<file path="src/rtl/game_state_monitor.sv">
// Per-frame outcome arbiter: Pac-Man vs N ghost box overlap, lives, respawn pause, win and game-over.
// Optional bonus life after EXTRA_LIFE_GHOSTS captures: define GAME_STATE_EXTRA_LIFE_EN.
module game_state_monitor #(
  parameter int N_GHOSTS          = 4,
  parameter int COORD_W           = 10,
  parameter int N_PELLETS         = 241,
  parameter int LIVES_W           = 3,
  parameter int START_LIVES       = 3,
  parameter int PAUSE_FRAMES      = 60,
  parameter int EXTRA_LIFE_GHOSTS = 8
) (
  input  logic                         Clk_i,
  input  logic                         Reset_n_i,
  input  logic                         Frame_tick_i,
  input  logic [N_GHOSTS*COORD_W-1:0]  X_ghost_i,
  input  logic [N_GHOSTS*COORD_W-1:0]  Y_ghost_i,
  input  logic [N_GHOSTS*COORD_W-1:0]  Size_ghost_i,
  input  logic [N_GHOSTS-1:0]          Ghost_frightened_i,
  input  logic [COORD_W-1:0]           X_pac_i,
  input  logic [COORD_W-1:0]           Y_pac_i,
  input  logic [COORD_W-1:0]           Size_pac_i,
  input  logic [N_PELLETS-1:0]         Not_ate_i,
  input  logic                         Restart_i,
  output logic                         Kill_o,
  output logic                         Win_o,
  output logic [LIVES_W-1:0]           Lives_o,
  output logic                         Life_lost_o,
  output logic [N_GHOSTS-1:0]          Ghost_eaten_o,
  output logic                         Respawn_o,
  output logic [1:0]                   State_o
);

  localparam int EW    = COORD_W + 1;
  localparam int CNT_W = (PAUSE_FRAMES > 1) ? $clog2(PAUSE_FRAMES) : 1;
  localparam logic [LIVES_W-1:0] START_L = LIVES_W'(START_LIVES);

  typedef enum logic [1:0] {
    ST_PLAY  = 2'd0,
    ST_PAUSE = 2'd1,
    ST_OVER  = 2'd2,
    ST_WIN   = 2'd3
  } state_t;

  state_t               state_q;
  logic [LIVES_W-1:0]   lives_q;
  logic [CNT_W-1:0]     cnt_q;
  logic                 kill_q;
  logic                 win_q;
  logic                 life_lost_q;
  logic [N_GHOSTS-1:0]  ghost_eaten_q;
  logic                 respawn_q;

  logic [N_GHOSTS-1:0]  overlap;
  logic [N_GHOSTS-1:0]  lethal;
  logic [N_GHOSTS-1:0]  capture;
  logic [EW-1:0]        pac_l, pac_r, pac_t, pac_b;

  // Low edge saturates at 0; high edge keeps the carry so boxes near 2^COORD_W never wrap.
  function automatic logic [EW-1:0] lo_edge(input logic [COORD_W-1:0] c, input logic [COORD_W-1:0] s);
    return (c >= s) ? {1'b0, c - s} : '0;
  endfunction

  function automatic logic [EW-1:0] hi_edge(input logic [COORD_W-1:0] c, input logic [COORD_W-1:0] s);
    return {1'b0, c} + {1'b0, s};
  endfunction

  always_comb begin
    pac_l   = lo_edge(X_pac_i, Size_pac_i);
    pac_r   = hi_edge(X_pac_i, Size_pac_i);
    pac_t   = lo_edge(Y_pac_i, Size_pac_i);
    pac_b   = hi_edge(Y_pac_i, Size_pac_i);
    overlap = '0;
    for (int i = 0; i < N_GHOSTS; i++) begin
      overlap[i] = !((pac_l > hi_edge(X_ghost_i[i*COORD_W +: COORD_W], Size_ghost_i[i*COORD_W +: COORD_W])) ||
                     (pac_t > hi_edge(Y_ghost_i[i*COORD_W +: COORD_W], Size_ghost_i[i*COORD_W +: COORD_W])) ||
                     (pac_r < lo_edge(X_ghost_i[i*COORD_W +: COORD_W], Size_ghost_i[i*COORD_W +: COORD_W])) ||
                     (pac_b < lo_edge(Y_ghost_i[i*COORD_W +: COORD_W], Size_ghost_i[i*COORD_W +: COORD_W])));
    end
    lethal  = overlap & ~Ghost_frightened_i;
    capture = overlap &  Ghost_frightened_i;
  end

`ifdef GAME_STATE_EXTRA_LIFE_EN
  localparam int GC_W = $clog2(EXTRA_LIFE_GHOSTS + N_GHOSTS + 1);
  logic [GC_W-1:0]    gcnt_q;
  logic               award_q;
  logic [GC_W-1:0]    cap_cnt;
  logic               award_now;
  logic [LIVES_W-1:0] lives_bonus;

  always_comb begin
    cap_cnt = '0;
    for (int i = 0; i < N_GHOSTS; i++) cap_cnt = cap_cnt + GC_W'(capture[i]);
    award_now   = !award_q && ((gcnt_q + cap_cnt) >= GC_W'(EXTRA_LIFE_GHOSTS));
    lives_bonus = (&lives_q) ? lives_q : lives_q + LIVES_W'(1);
  end
`endif

  always_ff @(posedge Clk_i or negedge Reset_n_i) begin
    if (!Reset_n_i) begin
      state_q       <= ST_PLAY;
      lives_q       <= START_L;
      cnt_q         <= '0;
      kill_q        <= 1'b0;
      win_q         <= 1'b0;
      life_lost_q   <= 1'b0;
      ghost_eaten_q <= '0;
      respawn_q     <= 1'b0;
`ifdef GAME_STATE_EXTRA_LIFE_EN
      gcnt_q        <= '0;
      award_q       <= 1'b0;
`endif
    end else begin
      life_lost_q   <= 1'b0;
      ghost_eaten_q <= '0;
      respawn_q     <= 1'b0;
      if (Frame_tick_i) begin
        // Restart outranks everything in every state.
        if (Restart_i) begin
          state_q <= ST_PLAY;
          lives_q <= START_L;
          cnt_q   <= '0;
          kill_q  <= 1'b0;
          win_q   <= 1'b0;
`ifdef GAME_STATE_EXTRA_LIFE_EN
          gcnt_q  <= '0;
          award_q <= 1'b0;
`endif
        end else begin
          case (state_q)
            ST_PLAY: begin
              if (|lethal) begin
                life_lost_q <= 1'b1;
                if (lives_q == LIVES_W'(1)) begin
                  lives_q <= '0;
                  state_q <= ST_OVER;
                  kill_q  <= 1'b1;
                end else begin
                  lives_q <= lives_q - LIVES_W'(1);
                  cnt_q   <= CNT_W'(PAUSE_FRAMES - 1);
                  state_q <= ST_PAUSE;
                end
              end else begin
                ghost_eaten_q <= capture;
                if (~|Not_ate_i) begin
                  state_q <= ST_WIN;
                  win_q   <= 1'b1;
                end
`ifdef GAME_STATE_EXTRA_LIFE_EN
                if (!award_q) gcnt_q <= gcnt_q + cap_cnt;
                if (award_now) begin
                  award_q <= 1'b1;
                  lives_q <= lives_bonus;
                end
`endif
              end
            end
            ST_PAUSE: begin
              if (cnt_q == '0) begin
                respawn_q <= 1'b1;
                state_q   <= ST_PLAY;
              end else begin
                cnt_q <= cnt_q - CNT_W'(1);
              end
            end
            default: ;
          endcase
        end
      end
    end
  end

  assign State_o       = state_q;
  assign Lives_o       = lives_q;
  assign Kill_o        = kill_q;
  assign Win_o         = win_q;
  assign Life_lost_o   = life_lost_q;
  assign Ghost_eaten_o = ghost_eaten_q;
  assign Respawn_o     = respawn_q;

endmodule

</file>
<file path="config.mk">
export PLATFORM = sky130hd
export DESIGN_NAME = game_state_monitor
export DESIGN_NICKNAME = d
export VERILOG_FILES = /design/src/rtl/game_state_monitor.sv
export SDC_FILE = /design/constraint.sdc
export NUM_CORES = 1
export LEC_CHECK = 0
export BUFFER_PORTS_ARGS = -buffer_cell sky130_fd_sc_hd__buf_2
export CAP_MARGIN = 20
export CELL_PAD_IN_SITES_DETAIL_PLACEMENT = 0
export CELL_PAD_IN_SITES_GLOBAL_PLACEMENT = 1
export CORE_ASPECT_RATIO = 0.8
export CORE_MARGIN = 3
export CORE_UTILIZATION = 31
export CTS_CLUSTER_DIAMETER = 80
export CTS_CLUSTER_SIZE = 24
export DETAILED_ROUTE_END_ITERATION = 8
export PLACE_DENSITY_LB_ADDON = 0.3
export SKIP_CTS_REPAIR_TIMING = 1
export SLEW_MARGIN = 5
export SYNTH_ARGS = -nofsm -noshare
export SYNTH_HDL_FRONTEND = slang
export SYNTH_SLANG_ARGS = --single-unit
</file>
<file path="constraint.sdc">
create_clock -name Clk_i -period 2.76 [get_ports Clk_i]
set_input_delay 0.552 -clock Clk_i [delete_from_list [all_inputs] [get_ports Clk_i]]
set_output_delay 0.552 -clock Clk_i [all_outputs]
set_load 0.01 [all_outputs]
</file>
==> results of run 1 <==
## worst max-delay path, stage by stage
cell and delay, ns:
buf_8 0.08, clkinvlp_4 0.08, buf_6 0.13, ha_4 0.21, a21o_1 0.17, a21o_1 0.19
a21o_1 0.18, a21o_1 0.17, a21oi_2 0.16, o21bai_1 0.10, a21o_1 0.20, a21oi_2 0.14
xnor2_1 0.13, nor2_1 0.09, ha_1 0.33, nand3_2 0.08, nor3_2 0.19, nand2_1 0.07
or4_4 0.48, and2_4 0.17, o221a_4 0.29, a211oi_4 0.26, a2bb2oi_2 0.09, and3_4 0.20
o21ai_4 0.18, mux2_4 0.31
## cell usage after synthesis, types with 30 or more instances
cell	instances	area, um2
ha_1	340	4250
inv_1	200	751
a21oi_1	171	856
nor2_1	139	522
nand2_1	138	518
xnor2_1	118	1030
o21ai_0	89	445
nor4_1	67	419
a21o_1	55	413
clkbuf_1	48	180
o21bai_1	45	338
nand4_1	43	269
nor3_1	36	180
nand3_1	35	175
nor2b_1	30	188
## flip-flops by register name, summed over array words and instances, names as in the netlist
register and count:
Lives_o 3, Respawn_o 1, cnt_q 6, State_o 2
Kill_o 1, Win_o 1, Life_lost_o 1, Ghost_eaten_o 4
## through the flow
step                      instance area, um2  std cells  hold slack [ns]
after floorplan                        14000       1905            0.256
after global placement                 21700       3535            0.476
after detailed placement               21700       3535            0.480
after CTS                              21800       3539            0.267
after global routing                   22200       3549            0.269
final                                  22200       3551            0.253
## cell usage in the layout (no fill, tap or decap), types with 43 or more instances in the layout
cell        n
nor2_1    134
a21o_1     55
nand2_1   137
o21ai_0    82
ha_1      339
a21oi_1   162
nand4_1    43
xnor2_1   115
inv_1     199
o21bai_1   45
nor4_1     66
buf_4     685
buf_2     410
## routing by layer
layer	track usage (%)	share of wire, %
met5	0	0.047
met1	42.1	50
met4	2.92	1.0
met3	4.78	8.8
met2	40.6	41
## worst max-delay path by stage
stage,cells past startpoint,slack (ns),to,start
global placement,26,-2.86,cnt_q[3],Size_pac_i[1]
CTS,24,-2.66,cnt_q[1],Size_pac_i[1]
global route,26,-2.58,cnt_q[1],Size_pac_i[1]
detailed placement,24,-2.93,cnt_q[1],Size_pac_i[1]
floorplan,24,-2.06,cnt_q[0],Size_pac_i[1]
finish,26,-2.35,cnt_q[1],Size_pac_i[1]
## power by group
group	leakage [nW]	switching, mW	total [mW]	internal, mW
Clock	0.0409	0.108	0.302	0.194
Sequential	0.244	0.110	0.479	0.369
Combinational	11.4	3.70	7.15	3.45
Total	11.7	3.92	7.93	4.02
## logic make-up (layout without fill, tap and decap cells)
logic type	Yosys count	in the layout	synth area share, %
AND/OR/NAND/NOR	581	581	21.0
AO/OA/AOI/OAI	546	546	26.2
adder cells (fa/ha/maj)	360	360	33.5
buffers and inverters	260	1309	7.16
XOR/XNOR	136	136	8.57
flip-flops	19	19	3.44
multiplexers	3	3	0.243
other	0	2	0
## area by class of cell
cell class | count | area (um2)
fill | 4404 | 21600
multi-input combinational | 1626 | 12700
timing repair buffer | 1105 | 7350
inverter | 200 | 754
tap | 595 | 744
sequential | 19 | 478
clock buffer | 3 | 75.1
clock inverter | 1 | 5.00
antenna | 2 | 5.00
==> run_results.csv, run 1 <==
group,metric,value,unit
status,outcome,"finished with violations",
status,violations,"negative setup slack",
worst_setup_path,r2r-end,"cnt_q[3]",
pwr,power.density_cell_area,358,nW/um2
logic_synthesis,ys_seq_elements,19,
finish,drive_above_1_share,39.9,%
logic_synthesis,syn_avg_cell_area,7.30,um2
drt,drcViolationCount,0,
worst_setup_path,critPathMaxFanout,4,
worst_setup_path,r2r_start,"cnt_q[0]",
timing,maximum_clock_rate,196,MHz
timing,final.setup.tns,-39.79,ns
finish,areaGrowthSynthToFinish,59.4,%
die,core_area,43700,um2
place,place.detailed.hpwl,62100,um
finish,nets,3714,
logic_synthesis,synth.net_count,2664,
cts,clk-insertion-delay-late,0.25,ns
worst_hold_path,worstHoldPathType,"in -> async",
drt,drtIter0Drc,1290,
logic_synthesis,syn-cell-area,13900,um2
logic_synthesis,unique_cell_type_count_in_the_yosys_netlist,78,
drt,vias,18127,
global_route,global_route.usage.total,27.4,%
pwr,total_power,7.93,mW
global_route,pin_count_of_the_biggest_net_entering_global_routing,20,
place,globalplace.congestion,1.00,
finish,utilization,50.7,%
die,fp.dieH,195,um
place,detailedPlace.worstSlack,-2.93,ns
die,starting_density,31.8,%
flow_run,cap_violations,0,
cts,cts.sink_count,19,
place,buffer_ports.inserted,411,
drt,detail_route.vias_per_cell,5.10,
drt,routed_wire_length_per_instance,19.4,um
cts,clock_tree_from_tritoncts,"built",
timing,timing_hold_violations_final,0,
timing,worstMarginPinSlew,1.08,ns
pwr,static_leakage_power,11.7,nW
drt,antenna_left,0,
timing,final_min_period_over_clock_period,185,%
worst_setup_path,crit_path_start_kind,"primary input",
global_route,global_route.overflow_total,0,
logic_synthesis,synth_enable_flop_cells,0,
logic_synthesis,synth-seq-area-share,3.44,%
drt,detail_route.first_pass.iterations,6,
worst_setup_path,crit_required,2.89,ns
worst_setup_path,ff2ff_path_depth,8,
timing,post-route-worst-setup-slack,-2.35,ns
cts,clock_tree.htree_level_count,1,
cts,cts.reportedPaths.clkPinSlew,0.05,ns
pwr,vdd_ir_drop_max,0.325,mV
drt,routed_wl,68700,um
global_route,number_of_global_route_vias_before_repair,17639,
timing,rsz0062_at_grt,"yes",
cts,cts-buffers-inserted,3,
die,die_ar,47400,um2
worst_setup_path,crit_type,"in -> reg",
worst_setup_path,timing.critical_path.arrival,5.25,ns
timing,max_slew_margin,27.3,%
logic_synthesis,postSynthCellCount,1905,
timing,finClkSkew,0.00449,ns
logic_synthesis,primary_ff_master_synth,"dfrtp_1",
die,die_w,243,um
global_route,grt_pass1_wl,101000,um
worst_setup_path,r2r_slack,0.51,ns
global_route,grt_antenna_before_repair,8,
timing,total_setup_violations_reported_at_the_end_of_the_flow,18,
die,std_cell_rows,68,
cts,cts_root_buffer,"clkbuf_16",
timing,slew_violations,0,
cts,clk_path_buf_depth,2,
logic_synthesis,synth_async_sr_flop_share,100,%
logic_synthesis,synthesis.yosys.warnings,0,
worst_setup_path,critPathCaptureType,"flop",
die,boundaryPins,412,
timing,finalCriticalPeriod,5.11,ns
(Power assumes the default switching activity.)
==> run 2: changes to the inputs <==
Settings changed: RECOVER_POWER set to 25.
==> run_results.csv, run 2 (synthesis results as in run 1) <==
group,metric,value,unit
place,place.detailed.hpwl,62100,um
global_route,grt_antenna_before_repair,8,
worst_setup_path,slowest_delay,0.48,ns
drt,antenna_left,0,
finish,utilization,50.7,%
cts,clock_tree_from_tritoncts,"built",
place,cell_area_after_placement,21700,um2
worst_hold_path,worstHoldPathType,"in -> async",
finish,areaGrowthSynthToFinish,59.4,%
finish,design_area,22200,um2
drt,wirelength_met1,34000,um
pwr,total_power,7.94,mW
worst_setup_path,crit_path_frequent_cell,"a21o_1",
finish,instances_no_fill,3551,
drt,routed_wire_length_per_instance,19.4,um
timing,rsz0062_at_grt,"yes",
timing,post-route-worst-setup-slack,-2.35,ns
die,std_cell_rows,68,
drt,drcViolationCount,0,
place,post-place-cells,3535,
worst_setup_path,crit_required,2.89,ns
cts,cts-buffers-inserted,3,
finish,nets,3714,
global_route,pin_count_of_the_biggest_net_entering_global_routing,20,
flow_run,cap_violations,0,
drt,met3_wirelength,6030,um
cts,cts.sink_count,19,
drt,detail_route.first_pass.iterations,6,
global_route,global_route.overflow_total,0,
cts,clk-insertion-delay-late,0.25,ns
finish,most-common-layout-cells,"buf_4, buf_2, ha_1",
die,fp.dieH,195,um
drt,routed_wl,68700,um
global_route,number_of_global_route_vias_before_repair,17639,
place,detailedPlace.worstSlack,-2.93,ns
die,core_area,43700,um2
worst_setup_path,critPathMaxFanout,4,
timing,finClkSkew,0.00574,ns
place,buffer_ports.inserted,411,
timing,finalCriticalPeriod,5.11,ns
global_route,grt_pass1_wl,101000,um
drt,top_layer_used,"met5",
worst_setup_path,cp_slowest_cell,"or4_4",
die,boundaryPins,412,
finish,layout.area.seq,478,um2
finish,largest_register_ffs,6,
timing,max_slew_margin,24.6,%
finish,multi_input_area,12700,um2
status,violations,"negative setup slack",
timing,timing_hold_violations_final,0,
die,die_w,243,um
status,outcome,"finished with violations",
worst_setup_path,crit_type,"in -> reg",
timing,worstMarginPinSlew,1.13,ns
drt,detail_route.vias_per_cell,5.10,
cts,cts.reportedPaths.clkPinSlew,0.06,ns
pwr,static_leakage_power,11.7,nW
worst_setup_path,timing.critical_path.arrival,5.25,ns
drt,drtIter0Drc,1290,
finish,registers.top_by_ff_count,"cnt_q",
place,globalplace.congestion,1.00,
timing,total_setup_violations_reported_at_the_end_of_the_flow,18,
die,die_ar,47400,um2
finish,mostFrequentLayoutCell,"buf_4",
pwr,power.density_cell_area,358,nW/um2
drt,vias,18105,
die,starting_density,31.8,%
timing,maximum_clock_rate,196,MHz
timing,final_min_period_over_clock_period,185,%
worst_setup_path,critical_path.top_delay_family,"compound AO/OA/AOI/OAI gates",
cts,clk_path_buf_depth,2,
finish,drive_above_1_share,39.9,%
worst_setup_path,crit_path_start_kind,"primary input",
worst_setup_path,critical_path.n_buffers_inverters,3,
cts,cts_root_buffer,"clkbuf_16",
pwr,vdd_ir_drop_max,0.327,mV
worst_setup_path,critPathCaptureType,"flop",
timing,slew_violations,0,
global_route,global_route.usage.total,27.4,%
drt,route.met2.wl,27900,um
cts,clock_tree.htree_level_count,1,
finish,fill_cells,4404,
==> run 2: cell count changes in the layout (fill, tap and decap cells not counted), sizes merged <==
cell	delta
buf	-1
clkbuf	+1
==> run 2: stage by stage <==
step,setup TNS [ns],hold slack (ns)
floorplan,-33.58,0.256
global placement,-48.77,0.476
detailed placement,-50.16,0.480
CTS,-45.32,0.267
global route,-44.09,0.517
finish,-39.76,0.500
==> run 2: final timing paths <==
kind | endpoint | slack (ns) | from | cells past startpoint
setup reg to reg | cnt_q[3] | 0.49 | cnt_q[0] | 8
hold reg to reg | Kill_o | 0.50 | Kill_o | 1
max in group asynchronous | State_o[0] | 1.58 | Reset_n_i | 1
min in group Clk_i | Kill_o | 0.50 | Kill_o | 1
hold / removal | Win_o | 0.50 | Reset_n_i | 1
setup / recovery | cnt_q[1] | -2.35 | Size_pac_i[1] | 26
==> run 2: layout make-up <==
cell class | count | share of cell area [%]
Multi-Input combinational cell | 1626 | 57.5
Timing Repair Buffer | 1105 | 33.2
Inverter | 200 | 3.41
Tap cell | 595 | 3.36
Sequential cell | 19 | 2.16
Clock buffer | 3 | 0.339
Clock inverter | 1 | 0.0226
Antenna cell | 2 | 0.0226
==> run 2: power breakdown <==
part / internal (mW) / total (mW) / switching [mW] / leakage (nW)
combinational: 3.45 / 7.15 / 3.70 / 11.4
sequential: 0.369 / 0.480 / 0.112 / 0.244
clock: 0.194 / 0.305 / 0.110 / 0.0409
==> run 2: per-layer routing <==
metal / track usage (%) / vias up
met5: 0 / -
met4: 2.92 / 6
met3: 4.78 / 53
met2: 40.6 / 632
met1: 42.1 / 8419
li1: - / 8995
==> run 2: worst reg2reg max path: cells and delay by family, from the launching register on <==
| family | cells | cell delay [ns] |
|---|---|---|
| fa+ha+maj | 1 | 0.17 |
| flops | 1 | 0.42 |
| compound gates | 4 | 0.97 |
| buf+inv | 2 | 0.27 |
| simple gates | 1 | 0.37 |
==> run 3: changes to the inputs <==
Settings changed: CELL_PAD_IN_SITES_DETAIL_PLACEMENT 0 to 1.
Clock period 2.76 ns to 4.7 ns, I/O delays scaled along.
==> run_results.csv, run 3 (synthesis results as in run 1) <==
group,metric,value,unit
worst_hold_path,worstHoldPathType,"reg -> reg",
pwr,share_clk_of_total_power,4.0,%
finish,drive_above_1_share,38.5,%
global_route,global_route.usage.met1,42.6,%
global_route,number_of_global_route_vias_before_repair,19120,
worst_hold_path,hold_path.startpoint,"Kill_o",
timing,timing_hold_violations_final,0,
pwr,comb_power_share,90.0,%
global_route,global_route.usage.total,29.6,%
timing,rsz0062_at_grt,"yes",
timing,finalCriticalPeriod,5.54,ns
drt,drcViolationCount,0,
pwr,total_power,4.69,mW
drt,routed_wire_length_per_instance,22.1,um
die,die_w,243,um
global_route,grt_antenna_before_repair,4,
drt,vias,18331,
timing,final_min_period_over_clock_period,118,%
die,core_area,43700,um2
global_route,global_route.overflow_total,0,
finish,registers.top_by_ff_count,"cnt_q",
cts,clk-insertion-delay-late,0.26,ns
finish,utilization,48.9,%
finish,largest_register_ffs,6,
worst_setup_path,critPathCaptureType,"flop",
finish,multi_input_area,12900,um2
pwr,p_switching,2.41,mW
place,place.detailed.hpwl,67300,um
pwr,static_leakage_power,11.1,nW
pwr,power.density_cell_area,219,nW/um2
worst_setup_path,r2r_start,"cnt_q[0]",
drt,antenna_left,0,
status,outcome,"finished with violations",
cts,clock_tree.htree_level_count,1,
worst_setup_path,cp_slowest_cell,"or4_4",
global_route,busiest_layer,"met2",
place,globalplace.congestion,0.994,
die,die_ar,47400,um2
drt,routed_wl,75600,um
timing,total_setup_violations_reported_at_the_end_of_the_flow,18,
timing,worstMarginPinSlew,1.12,ns
finish,most-common-layout-cells,"buf_4, buf_2, ha_1",
place,buffer_ports.inserted,411,
worst_setup_path,critPathMaxFanout,4,
status,violations,"negative setup slack",
drt,drtIter0Drc,1139,
drt,detail_route.first_pass.iterations,5,
cts,clock_tree_from_tritoncts,"built",
place,cell_area_after_placement,20700,um2
die,std_cell_rows,68,
drt,detail_route.vias_per_cell,5.35,
timing,final.hold.worst_slack,0.502,ns
timing,finClkSkew,0.00577,ns
die,boundaryPins,412,
global_route,globalRouteMet3Util,5.08,%
cts,cts-buffers-inserted,3,
finish,design_area,21400,um2
die,starting_density,31.8,%
worst_setup_path,crit_required,4.85,ns
cts,clk_path_buf_depth,2,
pwr,p_int,2.28,mW
pwr,switching_fraction_of_total_power,51.3,%
flow_run,cap_violations,0,
timing,max_slew_margin,25.1,%
timing,post-route-worst-setup-slack,-0.836,ns
global_route,pin_count_of_the_biggest_net_entering_global_routing,20,
finish,areaGrowthSynthToFinish,53.8,%
worst_setup_path,crit_path_start_kind,"primary input",
cts,cts.sink_count,19,
worst_setup_path,crit_type,"in -> reg",
pwr,vdd_ir_drop_max,0.140,mV
worst_setup_path,timing.critical_path.arrival,5.68,ns
finish,mostFrequentLayoutCell,"buf_4",
cts,cts.reportedPaths.clkPinSlew,0.06,ns
timing,slew_violations,0,
global_route,globalRouteMet2Util,46.7,%
worst_setup_path,crit_path_frequent_cell,"a21o_1",
die,fp.dieH,195,um
pwr,power.sequential.fraction,6.0,%
global_route,grt_pass1_wl,110000,um
finish,fill_cells,5661,
worst_setup_path,slowest_delay,0.49,ns
finish,nets,3589,
timing,maximum_clock_rate,181,MHz
cts,cts_root_buffer,"clkbuf_16",
worst_setup_path,setup.worst_path.start,"Size_pac_i[1]",
finish,layout.area.seq,478,um2
run 3: path summary, 6_finish.rpt:
path,endpoint,slack (ns),cells after the start
worst min-delay path,Kill_o,0.50,1
min in group asynchronous,Respawn_o,0.87,1
worst max register to register,cnt_q[3],2.37,8
worst max-delay path,cnt_q[1],-0.84,26
worst min register to register,Kill_o,0.50,1
max in group asynchronous,Kill_o,3.15,1
run 3: final cells by class:
| cell class | count | area share (%) |
|---|---|---|
| multi-input combinational | 1626 | 60.6 |
| timing repair buffer | 980 | 29.8 |
| inverter | 200 | 3.53 |
| tap | 595 | 3.48 |
| sequential | 19 | 2.24 |
| clock buffer | 3 | 0.351 |
| antenna | 3 | 0.0351 |
| clock inverter | 1 | 0.0234 |
run 3: power by group through the flow:
stage	sequential, mW	clock, mW	combinational (mW)
global placement	0.278	0	3.73
finish	0.283	0.187	4.22
detailed placement	0.282	0	3.90
floorplan	0.274	0	2.00
CTS	0.280	0.187	3.93
global route	0.293	0.197	4.58
run 3: stage by stage:
| step | TNS [ns] | setup WS [ns] | std cells |
|---|---|---|---|
| after floorplan | -5.64 | -0.507 | 1905 |
| after global placement | -21.26 | -1.33 | 3404 |
| after detailed placement | -23.96 | -1.46 | 3405 |
| after CTS | -19.90 | -1.26 | 3409 |
| after global routing | -15.89 | -1.03 | 3424 |
| final | -12.44 | -0.836 | 3427 |
run 3: metal layers:
layer | vias to the layer above | routed length (um)
met2 | 516 | 33100
met3 | 73 | 5240
met4 | 0 | 1290
li1 | 8736 | -
met5 | - | 0
met1 | 9006 | 36000
run 3: worst max-delay path, delay by kind of cell:
family / cells / cell delay, ns
compound gates: 12 / 2.15
simple gates: 7 / 1.29
mux: 1 / 0.31
fa+ha+maj: 2 / 0.55
buf+inv: 3 / 0.29
xor+xnor: 1 / 0.12
